$ cat config.mk
export PLATFORM = sky130hd
export DESIGN_NAME = fpu_addsub_seq_flat
export DESIGN_NICKNAME = d
export VERILOG_FILES = /design/src/rtl/fpu_addsub_seq_if.sv /design/src/rtl/fpu_addsub_seq.sv /design/src/flat_wrapper.sv
export SDC_FILE = /design/constraint.sdc
export NUM_CORES = 1
export LEC_CHECK = 0
export CAP_MARGIN = 20
export CORE_MARGIN = 2
export CORE_UTILIZATION = 40
export DETAILED_ROUTE_END_ITERATION = 6
export SLEW_MARGIN = 20
export SYNTH_ARGS = -nofsm -noshare
export SYNTH_HDL_FRONTEND = slang
export SYNTH_SLANG_ARGS = --single-unit
$ cat constraint.sdc
create_clock -name clk -period 12.5 [get_ports clk]
set_input_delay 2.5 -clock clk [delete_from_list [all_inputs] [get_ports clk]]
set_output_delay 2.5 -clock clk [all_outputs]
set_load 0.005 [all_outputs]
$ cat src/rtl/fpu_addsub_seq_if.sv
// Operand/result handshake bundle for the sequential IEEE 754 adder/subtractor.
// Latency: none (wires only).
// Backpressure: in_ready/out_ready carry flow control in each direction.
interface fpu_addsub_seq_if #(
    parameter int EXP_W = 8,
    parameter int MAN_W = 23
);
    localparam int W = 1 + EXP_W + MAN_W;

    logic         in_valid;
    logic         in_ready;
    logic [W-1:0] a;
    logic [W-1:0] b;
    logic         op_sub;
    logic         out_valid;
    logic         out_ready;
    logic [W-1:0] result;
    logic         flag_nv;
    logic         flag_of;
    logic         flag_nx;
    logic         busy;

    modport slave (
        input  in_valid, a, b, op_sub, out_ready,
        output in_ready, out_valid, result, flag_nv, flag_of, flag_nx, busy
    );

    modport master (
        output in_valid, a, b, op_sub, out_ready,
        input  in_ready, out_valid, result, flag_nv, flag_of, flag_nx, busy
    );
endinterface

$ cat src/rtl/fpu_addsub_seq.sv
// Multi-cycle IEEE 754 add/sub with RNE rounding, subnormals and nv/of/nx flags.
// Latency: 5+L rising edges from accept for finite operands (L = left-normalise shifts), 2 for specials.
// Backpressure: one operation in flight; in_ready only in IDLE, result held until out_ready.
module fpu_addsub_seq #(
    parameter int EXP_W = 8,
    parameter int MAN_W = 23
) (
    input  logic             clk,
    input  logic             rst,
    fpu_addsub_seq_if.slave  bus
);
    localparam int W  = 1 + EXP_W + MAN_W;
    localparam int FW = MAN_W + 3;      // aligned Y: hidden+fraction, G, R
    localparam int AW = MAN_W + 5;      // accumulator: carry, hidden+fraction, G, R, S
    localparam int WW = 2 * MAN_W + 4;  // alignment shifter: Y mantissa plus room for every dropped bit
    localparam logic [EXP_W-1:0] EXP_ONES = {EXP_W{1'b1}};
    localparam logic [EXP_W-1:0] SH_MAX   = EXP_W'(MAN_W + 3);
    localparam logic [EXP_W:0]   EXP_INF  = {1'b0, EXP_ONES};
    localparam logic [EXP_W:0]   E_ONE    = {{EXP_W{1'b0}}, 1'b1};
    localparam logic [W-1:0]     QNAN     = {1'b0, EXP_ONES, 1'b1, {(MAN_W-1){1'b0}}};

    typedef enum logic [2:0] {S_IDLE, S_ALIGN, S_ADD, S_NORM, S_ROUND, S_DONE} state_t;

    state_t         state;
    logic [W-1:0]   opa, opb;
    logic           sx, sy;
    logic [EXP_W:0] ex;
    logic [MAN_W:0] xm_r;
    logic [FW-1:0]  yal;
    logic           ys;
    logic [AW-1:0]  acc;
    logic           in_ready_r, out_valid_r, busy_r, nv_r, of_r, nx_r;
    logic [W-1:0]   result_r;

    logic [EXP_W-1:0] ea, eb, xe, ye, xeff, yeff, diff, dsh;
    logic [MAN_W-1:0] fa, fb;
    logic [MAN_W:0]   xm, ym;
    logic [WW-1:0]    ywide;
    logic [W-1:0]     xop, yop;
    logic             a_nan, b_nan, a_snan, b_snan, a_inf, b_inf, a_zero, b_zero, a_big;

    // Classify the captured operands, order them by magnitude and align Y under X
    always_comb begin
        ea     = opa[W-2 -: EXP_W];
        eb     = opb[W-2 -: EXP_W];
        fa     = opa[MAN_W-1:0];
        fb     = opb[MAN_W-1:0];
        a_nan  = (ea == EXP_ONES) && (fa != '0);
        b_nan  = (eb == EXP_ONES) && (fb != '0);
        a_snan = a_nan && !fa[MAN_W-1];
        b_snan = b_nan && !fb[MAN_W-1];
        a_inf  = (ea == EXP_ONES) && (fa == '0);
        b_inf  = (eb == EXP_ONES) && (fb == '0);
        a_zero = (ea == '0) && (fa == '0);
        b_zero = (eb == '0) && (fb == '0);
        a_big  = opa[W-2:0] >= opb[W-2:0];
        xop    = a_big ? opa : opb;
        yop    = a_big ? opb : opa;
        xe     = xop[W-2 -: EXP_W];
        ye     = yop[W-2 -: EXP_W];
        // a zero exponent field is a subnormal: exponent 1 with no hidden bit
        xeff   = (xe == '0) ? EXP_W'(1) : xe;
        yeff   = (ye == '0) ? EXP_W'(1) : ye;
        xm     = {xe != '0, xop[MAN_W-1:0]};
        ym     = {ye != '0, yop[MAN_W-1:0]};
        diff   = xeff - yeff;
        dsh    = (diff > SH_MAX) ? SH_MAX : diff;
        ywide  = {ym, {(MAN_W+3){1'b0}}} >> dsh;
    end

    logic [AW-1:0]    xv, yv, sum;
    logic [MAN_W:0]   rmant;
    logic [MAN_W+1:0] mr;
    logic [EXP_W:0]   er;
    logic             rg, rr, rs, rinc, rhid;

    // Magnitude add/subtract of the aligned operands and the round-to-nearest-even increment
    always_comb begin
        xv    = {1'b0, xm_r, 3'b000};
        yv    = {1'b0, yal, ys};
        sum   = (sx ^ sy) ? (xv - yv) : (xv + yv);
        rmant = acc[AW-2:3];
        rg    = acc[2];
        rr    = acc[1];
        rs    = acc[0];
        rinc  = rg & (rr | rs | rmant[0]);
        mr    = {1'b0, rmant} + {{(MAN_W+1){1'b0}}, rinc};
        er    = ex + {{EXP_W{1'b0}}, mr[MAN_W+1]};
        rhid  = mr[MAN_W+1] | mr[MAN_W];
    end

    // Control FSM and datapath registers; all outputs come straight from flops
    always_ff @(posedge clk) begin
        if (rst) begin
            state       <= S_IDLE;
            in_ready_r  <= 1'b1;
            out_valid_r <= 1'b0;
            busy_r      <= 1'b0;
            result_r    <= '0;
            nv_r        <= 1'b0;
            of_r        <= 1'b0;
            nx_r        <= 1'b0;
        end else begin
            case (state)
                S_IDLE: begin
                    if (bus.in_valid && in_ready_r) begin
                        opa        <= bus.a;
                        opb        <= {bus.b[W-1] ^ bus.op_sub, bus.b[W-2:0]};
                        result_r   <= '0;
                        nv_r       <= 1'b0;
                        of_r       <= 1'b0;
                        nx_r       <= 1'b0;
                        in_ready_r <= 1'b0;
                        busy_r     <= 1'b1;
                        state      <= S_ALIGN;
                    end
                end
                S_ALIGN: begin
                    if (a_nan || b_nan) begin
                        result_r    <= QNAN;
                        nv_r        <= a_snan | b_snan;
                        out_valid_r <= 1'b1;
                        state       <= S_DONE;
                    end else if (a_inf && b_inf && (opa[W-1] != opb[W-1])) begin
                        result_r    <= QNAN;
                        nv_r        <= 1'b1;
                        out_valid_r <= 1'b1;
                        state       <= S_DONE;
                    end else if (a_inf || b_inf) begin
                        result_r    <= a_inf ? opa : opb;
                        out_valid_r <= 1'b1;
                        state       <= S_DONE;
                    end else if (a_zero != b_zero) begin
                        result_r    <= a_zero ? opb : opa;
                        out_valid_r <= 1'b1;
                        state       <= S_DONE;
                    end else begin
                        sx    <= xop[W-1];
                        sy    <= yop[W-1];
                        ex    <= {1'b0, xeff};
                        xm_r  <= xm;
                        yal   <= ywide[WW-1 -: FW];
                        ys    <= |ywide[WW-FW-1:0];
                        state <= S_ADD;
                    end
                end
                S_ADD: begin
                    if (sum == '0) begin
                        // exact cancellation is +0 unless both inputs were -0
                        result_r    <= {sx & sy, {(W-1){1'b0}}};
                        out_valid_r <= 1'b1;
                        state       <= S_DONE;
                    end else begin
                        acc   <= sum;
                        state <= S_NORM;
                    end
                end
                S_NORM: begin
                    if (acc[AW-1]) begin
                        acc   <= {1'b0, acc[AW-1:2], acc[1] | acc[0]};
                        ex    <= ex + E_ONE;
                        state <= S_ROUND;
                    end else if (!acc[AW-2] && (ex > E_ONE)) begin
                        acc <= acc << 1;
                        ex  <= ex - E_ONE;
                    end else begin
                        state <= S_ROUND;
                    end
                end
                S_ROUND: begin
                    nx_r <= rg | rr | rs;
                    if (er >= EXP_INF) begin
                        result_r <= {sx, EXP_ONES, {MAN_W{1'b0}}};
                        of_r     <= 1'b1;
                        nx_r     <= 1'b1;
                    end else begin
                        // a subnormal whose rounding sets the hidden bit becomes the smallest normal
                        result_r <= {sx, (rhid ? er[EXP_W-1:0] : {EXP_W{1'b0}}), mr[MAN_W-1:0]};
                    end
                    out_valid_r <= 1'b1;
                    state       <= S_DONE;
                end
                S_DONE: begin
                    if (bus.out_ready) begin
                        out_valid_r <= 1'b0;
                        in_ready_r  <= 1'b1;
                        busy_r      <= 1'b0;
                        state       <= S_IDLE;
                    end
                end
                default: state <= S_IDLE;
            endcase
        end
    end

    assign bus.in_ready  = in_ready_r;
    assign bus.out_valid = out_valid_r;
    assign bus.busy      = busy_r;
    assign bus.result    = result_r;
    assign bus.flag_nv   = nv_r;
    assign bus.flag_of   = of_r;
    assign bus.flag_nx   = nx_r;
endmodule
$ cat src/flat_wrapper.sv
// flat-port wrapper written by rule: the top's interface ports become plain ports
module fpu_addsub_seq_flat 
#(
    parameter int EXP_W = 8,
    parameter int MAN_W = 23
)
  (clk, rst, bus_in_valid, bus_a, bus_b, bus_op_sub, bus_out_ready, bus_in_ready, bus_out_valid, bus_result, bus_flag_nv, bus_flag_of, bus_flag_nx, bus_busy);
  fpu_addsub_seq_if #(.EXP_W(EXP_W), .MAN_W(MAN_W)) bus_i ();
  input  logic clk;
  input  logic rst;
  input wire logic [$bits(bus_i.in_valid)-1:0] bus_in_valid;
  input wire logic [$bits(bus_i.a)-1:0] bus_a;
  input wire logic [$bits(bus_i.b)-1:0] bus_b;
  input wire logic [$bits(bus_i.op_sub)-1:0] bus_op_sub;
  input wire logic [$bits(bus_i.out_ready)-1:0] bus_out_ready;
  output wire logic [$bits(bus_i.in_ready)-1:0] bus_in_ready;
  output wire logic [$bits(bus_i.out_valid)-1:0] bus_out_valid;
  output wire logic [$bits(bus_i.result)-1:0] bus_result;
  output wire logic [$bits(bus_i.flag_nv)-1:0] bus_flag_nv;
  output wire logic [$bits(bus_i.flag_of)-1:0] bus_flag_of;
  output wire logic [$bits(bus_i.flag_nx)-1:0] bus_flag_nx;
  output wire logic [$bits(bus_i.busy)-1:0] bus_busy;
  assign bus_i.in_valid = bus_in_valid;
  assign bus_i.a = bus_a;
  assign bus_i.b = bus_b;
  assign bus_i.op_sub = bus_op_sub;
  assign bus_i.out_ready = bus_out_ready;
  assign bus_in_ready = bus_i.in_ready;
  assign bus_out_valid = bus_i.out_valid;
  assign bus_result = bus_i.result;
  assign bus_flag_nv = bus_i.flag_nv;
  assign bus_flag_of = bus_i.flag_of;
  assign bus_flag_nx = bus_i.flag_nx;
  assign bus_busy = bus_i.busy;
  fpu_addsub_seq #(.EXP_W(EXP_W), .MAN_W(MAN_W)) u_core (.clk(clk), .rst(rst), .bus(bus_i));
endmodule
; ---- Yosys cells after proc, flatten, opt, wreduce, memory -nomap -nowiden
; Cells that the tools add are included.
[totals]
reg_bits = 195
input_bits = 69
out_inout_bits = 38
word_cells = 173
[classes]
n_addsub = 7
magnitude_cmp = 4
n_eq_ne = 22
shift = 1
n_mux = 57
n_bitwise = 15
reduce_logical = 49
[op_table]
columns = cell, n
row1 = $mux 32, 10
row2 = $pmux 32 s4, 1
row3 = $mux 28, 4
row4 = $pmux 28 s2, 1
row5 = $mux 9, 6
row6 = $shr 50x8->50, 1
row7 = $logic_not 23->1, 2
row8 = $reduce_bool 23->1, 2
row9 = $logic_not 8->1, 4
row10 = $mux 8, 4
row11 = $ge 31x31->1, 1
row12 = $mux 31, 1
row13 = $add 27x27->28, 1
row14 = $logic_not 28->1, 1
row15 = $sub 27x27->28, 1
row16 = $mux 3, 9
row17 = $add 24x1->25, 1
row18 = $reduce_or 24->1, 1
row19 = $pmux 3 s6, 1
row20 = $pmux 9 s2, 1
row21 = $reduce_and 3->1, 6
row22 = $eq 8x8->1 const B, 2
row23 = $reduce_bool 8->1, 2
row24 = $mux 1, 13
row25 = other kinds (32), 79

; ---- Longest topological paths before layout
; Gate-level depths: netlist of the first run.
[logic_depth]
word_depth = 9
depth_mapped = 34
depth_no_buf = 27

; ---- Worst setup path before layout of the first run
; Ideal clock, no wire load.
[synth_timing]
kind = input to register
from = input port rst
to = register u_core.sx (enable)
setup_time_ns = 0.529
arrival_time_ns = 6.533
required_ns = 11.971
setup_slack_ns = 5.438
cell_stages = 3
n_path_buf = 2
cell_sequence = clkbuf_1 -> clkbuf_1 -> nor3_1
[synth_between]
elab_chain_len = 2
[synth_rtl]
columns = element, line_no
row1 = from (decl), flat_wrapper.sv:10  ; input logic rst;
row2 = $not 1->1 (no line), --
row3 = $reduce_and 6->1 (no line), --
row4 = to (signal assigned), fpu_addsub_seq.sv:138  ; sx <= xop[W-1];
row5 = to (decl), fpu_addsub_seq.sv:26  ; logic sx, sy;
; Every way passes these cells.
; A chain may end at the register's enable or synchronous reset.

; ---- Final worst setup path of the first run
[layout_timing]
from = register u_core.opb[6]
to = register u_core.ys, data pin
[layout_between]
elab_chain_len = 9
word_cells_on_any_way = 13
classes_between = add/sub: 1 / order compare: 2 / shift: 1 / mux: 5 / reduce/logical: 4
[layout_rtl]
columns = element, line_no
row1 = from (decl), fpu_addsub_seq.sv:25  ; logic [W-1:0] opa, opb;
row2 = from (signal assigned), fpu_addsub_seq.sv:108  ; opb <= {bus.b[W-1] ^ bus.op_sub, bus.b[W-2:0]};
row3 = $ge 31x31->1, fpu_addsub_seq.sv:56  ; a_big = opa[W-2:0] >= opb[W-2:0];
row4 = $mux 32 (on tied branches), "fpu_addsub_seq.sv:57, fpu_addsub_seq.sv:58"
row5 = $logic_not 8->1 (on tied branches), "fpu_addsub_seq.sv:62, fpu_addsub_seq.sv:63"
row6 = $mux 8 (on tied branches), "fpu_addsub_seq.sv:62, fpu_addsub_seq.sv:63"
row7 = $sub 8x8->8, fpu_addsub_seq.sv:66  ; diff = xeff - yeff;
row8 = $gt 8x5->1, fpu_addsub_seq.sv:67  ; dsh = (diff > SH_MAX) ? SH_MAX : diff;
row9 = $mux 8, fpu_addsub_seq.sv:67
row10 = $shr 50x8->50 *, fpu_addsub_seq.sv:68  ; ywide = {ym, {(MAN_W+3){1'b0}}} >> dsh;
row11 = $reduce_or 24->1 *, fpu_addsub_seq.sv:143  ; ys <= |ywide[WW-FW-1:0];
row12 = to (signal assigned), fpu_addsub_seq.sv:143
row13 = to (decl), fpu_addsub_seq.sv:30  ; logic ys;
; Mark *: on every way between the ends. The rest lies on a longest branch, timed or not.

==> summary.md, run 1 <==
| Metric | Value |
|---|---|
| Final net count | 2,075 |
| DRC viols | 1 |
| Seq/Total Area, Yosys | 34.0% |
| Synthesis Warnings | 0 |
| Critical path arrival | 8.83 ns |
| Total number of vias | 15,362 |
| Layout area overhead | 12.9% |
| Crit path required time | 12.70 ns |
| Most used DFF post-synth | edfxtp_1 |
| Share of flip-flops with an asynchronous set or reset | 0% |
| Synth area leader | edfxtp_1 |
| Final Max Slew Viols | 0 |
| Worst-Margin Slew | 1.03 ns |
| Cell Area, Synth | 16,000 um^2 |
| I/O Buffers | 106 |
| Failing checks | design-rule violations |
| Die Wd | 204 um |
| Area of the multi-input gates | 9640 um^2 |
| R2r setup slk | 3.87 ns |
| Vias in the first global route | 14,173 |
| Reg-to-Reg End | u_core.ys$_DFFE_PP_ |
| Clock skew | 0.0196 ns |
| Commonest non-fill, non-tap cell in the layout | a21oi_1 |
| MaxCap Viol Count | 0 |
| Initial Util | 40.4% |
| Clock tree sinks | 195 |
| Total CTS buffers | 17 |
| Avg Inst Size Synth | 8.45 um^2 |
| HP Class | flip-flop to flip-flop |
| Synth Area in Adders | 7.60% |
| Die Height | 204 um |
| I/O pin count | 107 |
| RSZ-0062 raised after global routing | no |
| Clock latency at the later pin of the worst-skew pair | 0.47 ns |
| RePlAce Congestion | 0.985 |
| Largest family of logic cells by synthesized area | compound AO/OA/AOI/OAI gates |
| First-pass GRT wire length | 89.0 mm |
| Reg clk slew, reported paths | 0.09 ns |
| Post-Layout Cell Count | 2,449 |
| Synth top area share | 28.9% |
| Post-synthesis compound-gate area fraction | 23.9% |
| Startpoint types | flip-flop |
| Post-layout min period | 8.63 ns |
| Htree depth | 4 |
| CTS root buffer | clkbuf_16 |
| Row count | 73 |
| Max Clock Freq | 116 MHz |
| Final setup fails | 0 |
| Total wire length | 59.9 mm |
| Outcome | complete, but fails checks |
| Setup CP Type | flip-flop to flip-flop |
| R2R depth | 27 |
| Setup bufs post-CTS | 0 |
| Filler Cells Inserted | 3,930 |
| CP max stage cell | o41ai_1 |
| Worst flop-to-flop path startpoint | u_core.opb[6]$_DFFE_PP_ |
| Fin crit share | 69.0% |
| HP Start | u_core.bus.busy$_SDFFE_PP0P_ |
| Post-Synth XOR/XNOR Area | 3.88% |
| Number of synthesized flops with an enable pin | 154 |
| Mux contribution to synthesized area | 6.02% |
| Number of DRC markers in iteration 0 | 1,821 |
| Routed len/inst | 24.5 um |
| DP HPWL | 44.1 mm |
| Largest net degree at the start of global routing | 75 |
| LEAKAGE | 6.70 nW |
| Endpoints failing hold | 0 |
| PwrDens | 157 nW/um^2 |
| Mapped Cells | 1,894 |
| Top cells by area, synth | edfxtp_1, ha_1, a21oi_1, dfxtp_1, nor2_1 |
| Max-slew headroom | 31.4% |
| Register area | 5450 um^2 |
| Most frequent cells in the layout | a21oi_1, nor2_1, nand2_1 |
| Hold_buf cts | 0 |
| CTS tree | built |
| TNS Setup | 0 ns |
| Max Fanout on Critical Path | 58 |
| Placed Cells incl. Taps | 2,416 |
| CP endpoint kind | flip-flop |
| Core region area | 39,600 um^2 |
| Gr usage total | 28.4% |
| Total grt overflow | 0 |
| Antenna violations before repair | 1 |
| Post-cts gate resize count | 0 |
| Maximum VDD drop | 93.7 uV |
| Simple logic cell fraction of the synthesized area | 18.5% |
| Maximum buffer depth of the clock tree | 2 |
| Die area | 41,600 um^2 |
| Min-Delay Endpoint | u_core.bus.busy$_SDFFE_PP0P_ |
| Worst hold stages | 1 |
| Synth cell types | 93 |
| Layout cells sized above 1 | 6.03% |
| Seq cells post-synth | 195 |
| Net Count, Synth | 2,059 |
| Final ANT Viol Nets | 0 |
| Vias/cell | 6.27 |
| DRT Pass-1 Iters | 7 |
| CP max stage delay | 0.76 ns |
## synthesized netlist by cell type, drive strengths merged (29+ instances only)
cell type / n
ha: 94
nor3: 69
nand3: 39
inv: 104
xnor2: 45
nor2: 190
edfxtp: 154
dfxtp: 41
a21oi: 192
buf: 39
o21ai: 92
nor4: 29
nand2: 176
clkbuf: 96
mux2i: 59
nand4: 34
a211oi: 65
## registers in the layout, summed over array words and instances, names as in the netlist
signal,cells
u_core.bus.flag_nx,1
u_core.bus.in_ready,1
u_core.bus.flag_of,1
u_core.yal,26
u_core.opb,32
u_core.acc,28
u_core.sx,1
u_core.ex,9
u_core.state,3
u_core.xm_r,24
u_core.bus.result,32
u_core.ys,1
u_core.bus.busy,1
u_core.opa,32
u_core.bus.out_valid,1
u_core.sy,1
u_core.bus.flag_nv,1
## layout make-up
class                           count  share of cell area (%)
Tap cell                          525                    3.64
Multi-Input combinational cell   1459                    53.4
Clock buffer                       22                    3.05
Timing Repair Buffer              132                    6.96
Inverter                          105                    2.18
Sequential cell                   195                    30.1
Antenna cell                        1                  0.0139
Clock inverter                     10                   0.644
## worst max-delay path: cells and delay by family, from the launching register on
| kind | cells | cell delay [ns] |
|---|---|---|
| multiplexers | 2 | 0.39 |
| buffers and inverters | 6 | 1.85 |
| AND/OR/NAND/NOR | 7 | 1.34 |
| flip-flops | 1 | 0.56 |
| AO/OA/AOI/OAI | 9 | 3.18 |
| adder cells (fa/ha/maj) | 3 | 1.00 |
## power by group
group | switching (mW) | total, mW | internal [mW]
logic | 0.861 | 1.34 | 0.478
registers | 0.0903 | 0.890 | 0.800
clock network | 0.286 | 0.612 | 0.326
total | 1.24 | 2.84 | 1.60
## logic make-up (layout without fill, tap and decap cells)
logic type      Yosys count  count (layout)
simple gates            628             628
compound gates          583             583
buf+inv                 240             269
flops                   195             195
fa+ha+maj                96              96
mux                      82              82
xor+xnor                 70              70
other cells               0               1
## stage by stage
step | hold WS (ns) | setup slack, ns | utilization [%] | total power [mW] | cell area (um^2)
final | 0.488 | 3.87 | 45.6 | 2.84 | 18100
after global routing | 0.501 | 3.52 | 45.6 | 2.97 | 18100
after CTS | 0.489 | 4.04 | 45.6 | 2.82 | 18100
after detailed placement | 0.465 | 4.05 | 43.9 | 2.20 | 17400
after global placement | 0.465 | 4.11 | 43.9 | 2.21 | 17400
after floorplan | 0.464 | 5.44 | - | 1.78 | 16000
## worst max-delay path by stage
stage | depth (start not counted) | from | slack [ns] | endpoint
after global routing | 26 | u_core.opb[14]$_DFFE_PP_ | 3.52 | u_core.ys$_DFFE_PP_
after detailed placement | 27 | u_core.opb[6]$_DFFE_PP_ | 4.05 | u_core.ys$_DFFE_PP_
after floorplan | 3 | rst | 5.44 | u_core.sx$_DFFE_PP_
final | 27 | u_core.opb[6]$_DFFE_PP_ | 3.87 | u_core.ys$_DFFE_PP_
after CTS | 27 | u_core.opb[6]$_DFFE_PP_ | 4.04 | u_core.ys$_DFFE_PP_
after global placement | 24 | u_core.opb[14]$_DFFE_PP_ | 4.11 | u_core.ys$_DFFE_PP_
## routing by layer
layer  GRT usage, %  wire length [um]  vias up
met5              0                 0        -
met4           11.6              2400        0
met3           4.40              4660      134
met2           43.8             26700      778
met1           39.6             26100     7418
li1               -                 -     7032
No activity file was read; power rests on OpenSTA's default activity.
==> run 2: changes to the inputs <==
- clock period: 12.5 -> 7.4 ns (I/O delays scaled with it)
==> run 2 against run 1 <==
  * The flow now finishes without violations
  * Design area increased by 4.6%
  * Sequential share of layout area down 1.3 points
  * Clock power grew 63%
  * Clock skew grew 0.0022 ns
  * Sequential cell count stayed put
  * Register-to-register slack got worse by 3.6 ns
==> summary.md, run 2 (same netlist as run 1, synthesis figures left out) <==
| Metric | Value |
|---|---|
| CP max stage cell | edfxtp_1 |
| Post-Layout Cell Count | 2,562 |
| Htree depth | 4 |
| Core region area | 39,600 um^2 |
| DR WL met2 | 27.8 mm |
| CP max stage delay | 0.49 ns |
| Filler Cells Inserted | 3,904 |
| I/O pin count | 107 |
| Total grt overflow | 0 |
| HP Class | flip-flop to flip-flop |
| Die Wd | 204 um |
| Hold_buf cts | 0 |
| Max Fanout on Critical Path | 13 |
| Layout area overhead | 18.1% |
| Final instance area | 18,900 um^2 |
| CTS root buffer | clkbuf_16 |
| Clock skew | 0.0218 ns |
| RSZ-0062 raised after global routing | no |
| Antenna violations before repair | 1 |
| DP HPWL | 47.6 mm |
| Clock latency at the later pin of the worst-skew pair | 0.50 ns |
| I/O Buffers | 106 |
| P_int | 2.80 mW |
| Total number of vias | 15,691 |
| LEAKAGE | 7.23 nW |
| Area after DPL | 18,100 um^2 |
| Maximum buffer depth of the clock tree | 2 |
| Final ANT Viol Nets | 0 |
| MaxCap Viol Count | 0 |
| Final Max Slew Viols | 0 |
| Gr usage total | 30.0% |
| RePlAce Congestion | 1.02 |
| PwrDens | 265 nW/um^2 |
| Placed Cells incl. Taps | 2,515 |
| Final net count | 2,189 |
| DRT Pass-1 Iters | 5 |
| Maximum VDD drop | 179 uV |
| Combinational power share | 50.8% |
| Critical path arrival | 7.33 ns |
| Startpoint types | flip-flop |
| Final setup fails | 0 |
| Seq pwr share | 29.1% |
| Die area | 41,600 um^2 |
| Clock tree sinks | 195 |
| Die Height | 204 um |
| Total CTS buffers | 17 |
| Post-layout min period | 7.09 ns |
| DR WL met3 | 4.57 mm |
| Vias in the first global route | 14,637 |
| Net switching power | 2.22 mW |
| Max Clock Freq | 141 MHz |
| Number of DRC markers in iteration 0 | 1,866 |
| Clock network power share | 20.0% |
| Initial Util | 40.4% |
| Met1 WL | 27.4 mm |
| Max-slew headroom | 29.3% |
| Setup CP Type | flip-flop to flip-flop |
| DR top layer | met5 |
| Total wire length | 62.9 mm |
| Most frequent cells in the layout | a21oi_1, nor2_1, nand2_1 |
| Vias/cell | 6.12 |
| Switch share | 44.2% |
| CTS tree | built |
| Endpoints failing hold | 0 |
| Outcome | complete, no violations |
| Ant diodes | 0 |
| Crit path required time | 7.65 ns |
| First-pass GRT wire length | 92.7 mm |
| DRC viols | 0 |
| Worst-Margin Slew | 1.06 ns |
| CP endpoint kind | flip-flop |
| Largest net degree at the start of global routing | 65 |
| TNS Setup | 0 ns |
| Fin crit share | 95.8% |
| Row count | 73 |
| Commonest non-fill, non-tap cell in the layout | a21oi_1 |
| Routed len/inst | 24.5 um |
| Reg clk slew, reported paths | 0.09 ns |
| Final hold slack | 0.490 ns |
| Layout cells sized above 1 | 11.3% |
[run 2: cell count changes in the layout (fill, tap and decap cells not counted), sizes merged]
cell    before  now
clkbuf      22   18
a21o        21   22
nor2       190  191
buf         26  138
inv        109  113
diode        1    0
[run 2: final cells by class]
class,instances,area (um^2),share of cell area [%]
Clock buffer,18,450,2.38
Inverter,105,394,2.09
Multi-Input combinational cell,1461,9660,51.1
Timing Repair Buffer,244,2110,11.2
Clock inverter,14,178,0.940
Tap cell,525,657,3.48
Sequential cell,195,5450,28.8
[run 2: critical path: cells and delay by family, from the launching register on]
family	cells	cell delay [ns]
muxes	2	0.48
buffers and inverters	4	0.67
and+or+nand+nor	7	1.46
DFF	1	0.49
adders and majority gates	3	0.93
AOI/OAI and AO/OA	13	2.81
[run 2: final timing paths]
check / from / slack (ns) / depth (start not counted) / endpoint
worst min-delay path: u_core.bus.in_ready$_SDFFE_PP1P_ / 0.49 / 2 / u_core.bus.in_ready$_SDFFE_PP1P_
worst min register to register: u_core.bus.in_ready$_SDFFE_PP1P_ / 0.49 / 2 / u_core.bus.in_ready$_SDFFE_PP1P_
worst max-delay path: u_core.opb[17]$_DFFE_PP_ / 0.31 / 29 / u_core.ys$_DFFE_PP_
worst max register to register: u_core.opb[17]$_DFFE_PP_ / 0.31 / 29 / u_core.ys$_DFFE_PP_
[run 2: metal layers]
metal,global-route usage [%],vias up
met4,14.3,2
li1,-,7280
met2,46.2,768
met1,41.2,7484
met5,0,-
met3,4.66,157
[run 2: through the flow]
step	power (mW)	util [%]	setup slack [ns]
5_1_grt	5.24	47.7	0.0530
3_3_place_gp	3.93	45.8	0.309
4_1_cts	4.93	47.4	0.204
2_1_floorplan	3.00	-	0.513
6_report	5.02	47.7	0.312
3_5_place_dp	3.93	45.8	0.203
[run 2: power by group through the flow]
stage / Combinational [mW] / Clock [mW] / Sequential, mW
floorplan: 1.55 / 0 / 1.46
global placement: 2.45 / 0 / 1.48
detailed placement: 2.44 / 0 / 1.48
CTS: 2.45 / 1.01 / 1.46
global route: 2.70 / 1.06 / 1.47
finish: 2.55 / 1.00 / 1.46
[run 2: timing repair]
action	in CTS	in global routing
setup endpoints to repair	0	2
endpoints found under the hold margin	0	0
gates resized for setup	0	4
buffers inserted	0	13
==> run 3: changes to the inputs <==
- ABC_CLOCK_PERIOD_IN_PS: not set -> 7400
- REMOVE_ABC_BUFFERS: not set -> 1
- SETUP_SLACK_MARGIN: not set -> 0.05
==> run 3 against run 2 <==
  * Worst hold slack improved by 0.00086 ns
  * Combinational power down 4%
  * Global-route usage fell by 3.3 points
  * Clock skew down 0.012 ns
  * Cell count fell by 1.0%
  * Count of clock-buffer cells in the layout fell by 1
  * Critical path depth increased by 1
  * First-iteration DRC count grew 2.3%
  * Non-clock buffer count decreased by 24
  * Sequential cell count is the same
  * Sequential share of layout area rose by 0.25 points
  * Critical endpoint unchanged
  * Largest power group unchanged
==> summary.md, run 3 (same netlist as run 1, synthesis figures left out) <==
| Metric | Value |
|---|---|
| Endpoints failing hold | 0 |
| Final setup fails | 0 |
| Die Wd | 204 um |
| Maximum VDD drop | 188 uV |
| Register area | 5450 um^2 |
| Maximum buffer depth of the clock tree | 2 |
| RSZ-0062 raised after global routing | no |
| CP max stage delay | 0.53 ns |
| Commonest non-fill, non-tap cell in the layout | a21oi_1 |
| CP Buf/Inv Count | 5 |
| Post-layout min period | 6.95 ns |
| Total wire length | 55.2 mm |
| Startpoint types | flip-flop |
| Most frequent cells in the layout | a21oi_1, nor2_1, nand2_1 |
| PwrDens | 261 nW/um^2 |
| Total number of vias | 15,260 |
| Antenna violations before repair | 0 |
| Hold_buf cts | 0 |
| Routed len/inst | 21.8 um |
| Total grt overflow | 0 |
| TNS Setup | 0 ns |
| CP most frequent cell | buf_4 |
| I/O Buffers | 106 |
| Clock tree sinks | 195 |
| DP HPWL | 42.0 mm |
| Total CTS buffers | 17 |
| Final net count | 2,163 |
| Post-Layout Cell Count | 2,536 |
| RePlAce Congestion | 0.970 |
| I/O pin count | 107 |
| Cell family contributing the most delay on the critical path | compound AO/OA/AOI/OAI gates |
| CTS tree | built |
| Ant diodes | 0 |
| CP max stage cell | edfxtp_1 |
| Vias in the first global route | 14,307 |
| Gr usage total | 26.7% |
| Final hold slack | 0.491 ns |
| CTS root buffer | clkbuf_16 |
| Row count | 73 |
| Largest net degree at the start of global routing | 65 |
| Die Height | 204 um |
| DRT Pass-1 Iters | 5 |
| Die area | 41,600 um^2 |
| Layout area overhead | 17.1% |
| Placed Cells incl. Taps | 2,498 |
| Outcome | complete, no violations |
| Max Fanout on Critical Path | 7 |
| LEAKAGE | 7.09 nW |
| Max-slew headroom | 41.3% |
| Crit path required time | 7.62 ns |
| Layout Utilization | 47.3% |
| Filler Cells Inserted | 3,934 |
| Clock latency at the later pin of the worst-skew pair | 0.48 ns |
| DRC viols | 0 |
| HP Class | flip-flop to flip-flop |
| Final Max Slew Viols | 0 |
| MaxCap Viol Count | 0 |
| Clock skew | 0.00931 ns |
| Critical path arrival | 7.17 ns |
| Worst-Margin Slew | 0.881 ns |
| Fin crit share | 93.9% |
| Final ANT Viol Nets | 0 |
| Setup CP Type | flip-flop to flip-flop |
| Max Clock Freq | 144 MHz |
| Number of DRC markers in iteration 0 | 1,908 |
| Reg clk slew, reported paths | 0.08 ns |
| Initial Util | 40.4% |
| Area of the multi-input gates | 9670 um^2 |
| Vias/cell | 6.02 |
| Htree depth | 4 |
| CP endpoint kind | flip-flop |
| First-pass GRT wire length | 85.5 mm |
| Core region area | 39,600 um^2 |
| Layout cells sized above 1 | 10.6% |
==> run 3: cell types whose count changed in the layout (fill, tap and decap cells not counted), moves of 2 or more <==
cell and delta:
a22oi_1 -2, buf_12 +4, inv_6 +2, a22oi_2 +2
clkinvlp_4 +4, buf_4 -27, inv_12 -3, clkinv_8 -2
==> run 3: through the flow <==
stage	total power, mW	cell area, um^2	setup slack [ns]
2_1_floorplan	2.93	15400	-2.85
3_3_place_gp	3.87	18100	0.472
3_5_place_dp	3.88	18100	0.322
4_1_cts	4.85	18700	0.310
5_1_grt	5.17	18700	0.0755
6_report	4.90	18700	0.450
==> run 3: worst paths after layout <==
| check | cells after the start | from | endpoint | slack (ns) |
|---|---|---|---|---|
| worst max register to register | 30 | u_core.opb[16]$_DFFE_PP_ | u_core.ys$_DFFE_PP_ | 0.45 |
| worst min register to register | 1 | u_core.bus.busy$_SDFFE_PP0P_ | u_core.bus.busy$_SDFFE_PP0P_ | 0.49 |
| worst max-delay path | 30 | u_core.opb[16]$_DFFE_PP_ | u_core.ys$_DFFE_PP_ | 0.45 |
| worst min-delay path | 1 | u_core.bus.busy$_SDFFE_PP0P_ | u_core.bus.busy$_SDFFE_PP0P_ | 0.49 |
==> run 3: area by class of cell <==
type                    instances  share of cell area [%]
well taps                     525                    3.51
repair buffers                220                    10.5
clock buffers                  17                    2.27
inverters                     105                    2.10
multi-input cells            1459                    51.6
clock inverters                15                   0.882
flip-flops and latches        195                    29.1
==> run 3: what timing repair did <==
| action | 4_1_cts | 5_1_grt |
|---|---|---|
| setup buffers | 0 | 6 |
| setup endpoints to repair | 0 | 4 |
| resized for setup | 0 | 9 |
==> run 3: power breakdown <==
group	total, mW	leakage, nW	switching [mW]	internal, mW
Clock	0.959	0.276	0.480	0.479
Sequential	1.47	1.75	0.123	1.35
Combinational	2.46	5.06	1.47	0.995
Total	4.90	7.09	2.07	2.82
==> run 3: layer usage <==
layer,GRT usage (%),vias up,wire (um)
li1,-,7221,-
met1,38.6,7251,25400
met2,40.3,681,24100
met3,4.02,107,3900
met4,9.42,0,1790
met5,0,-,0
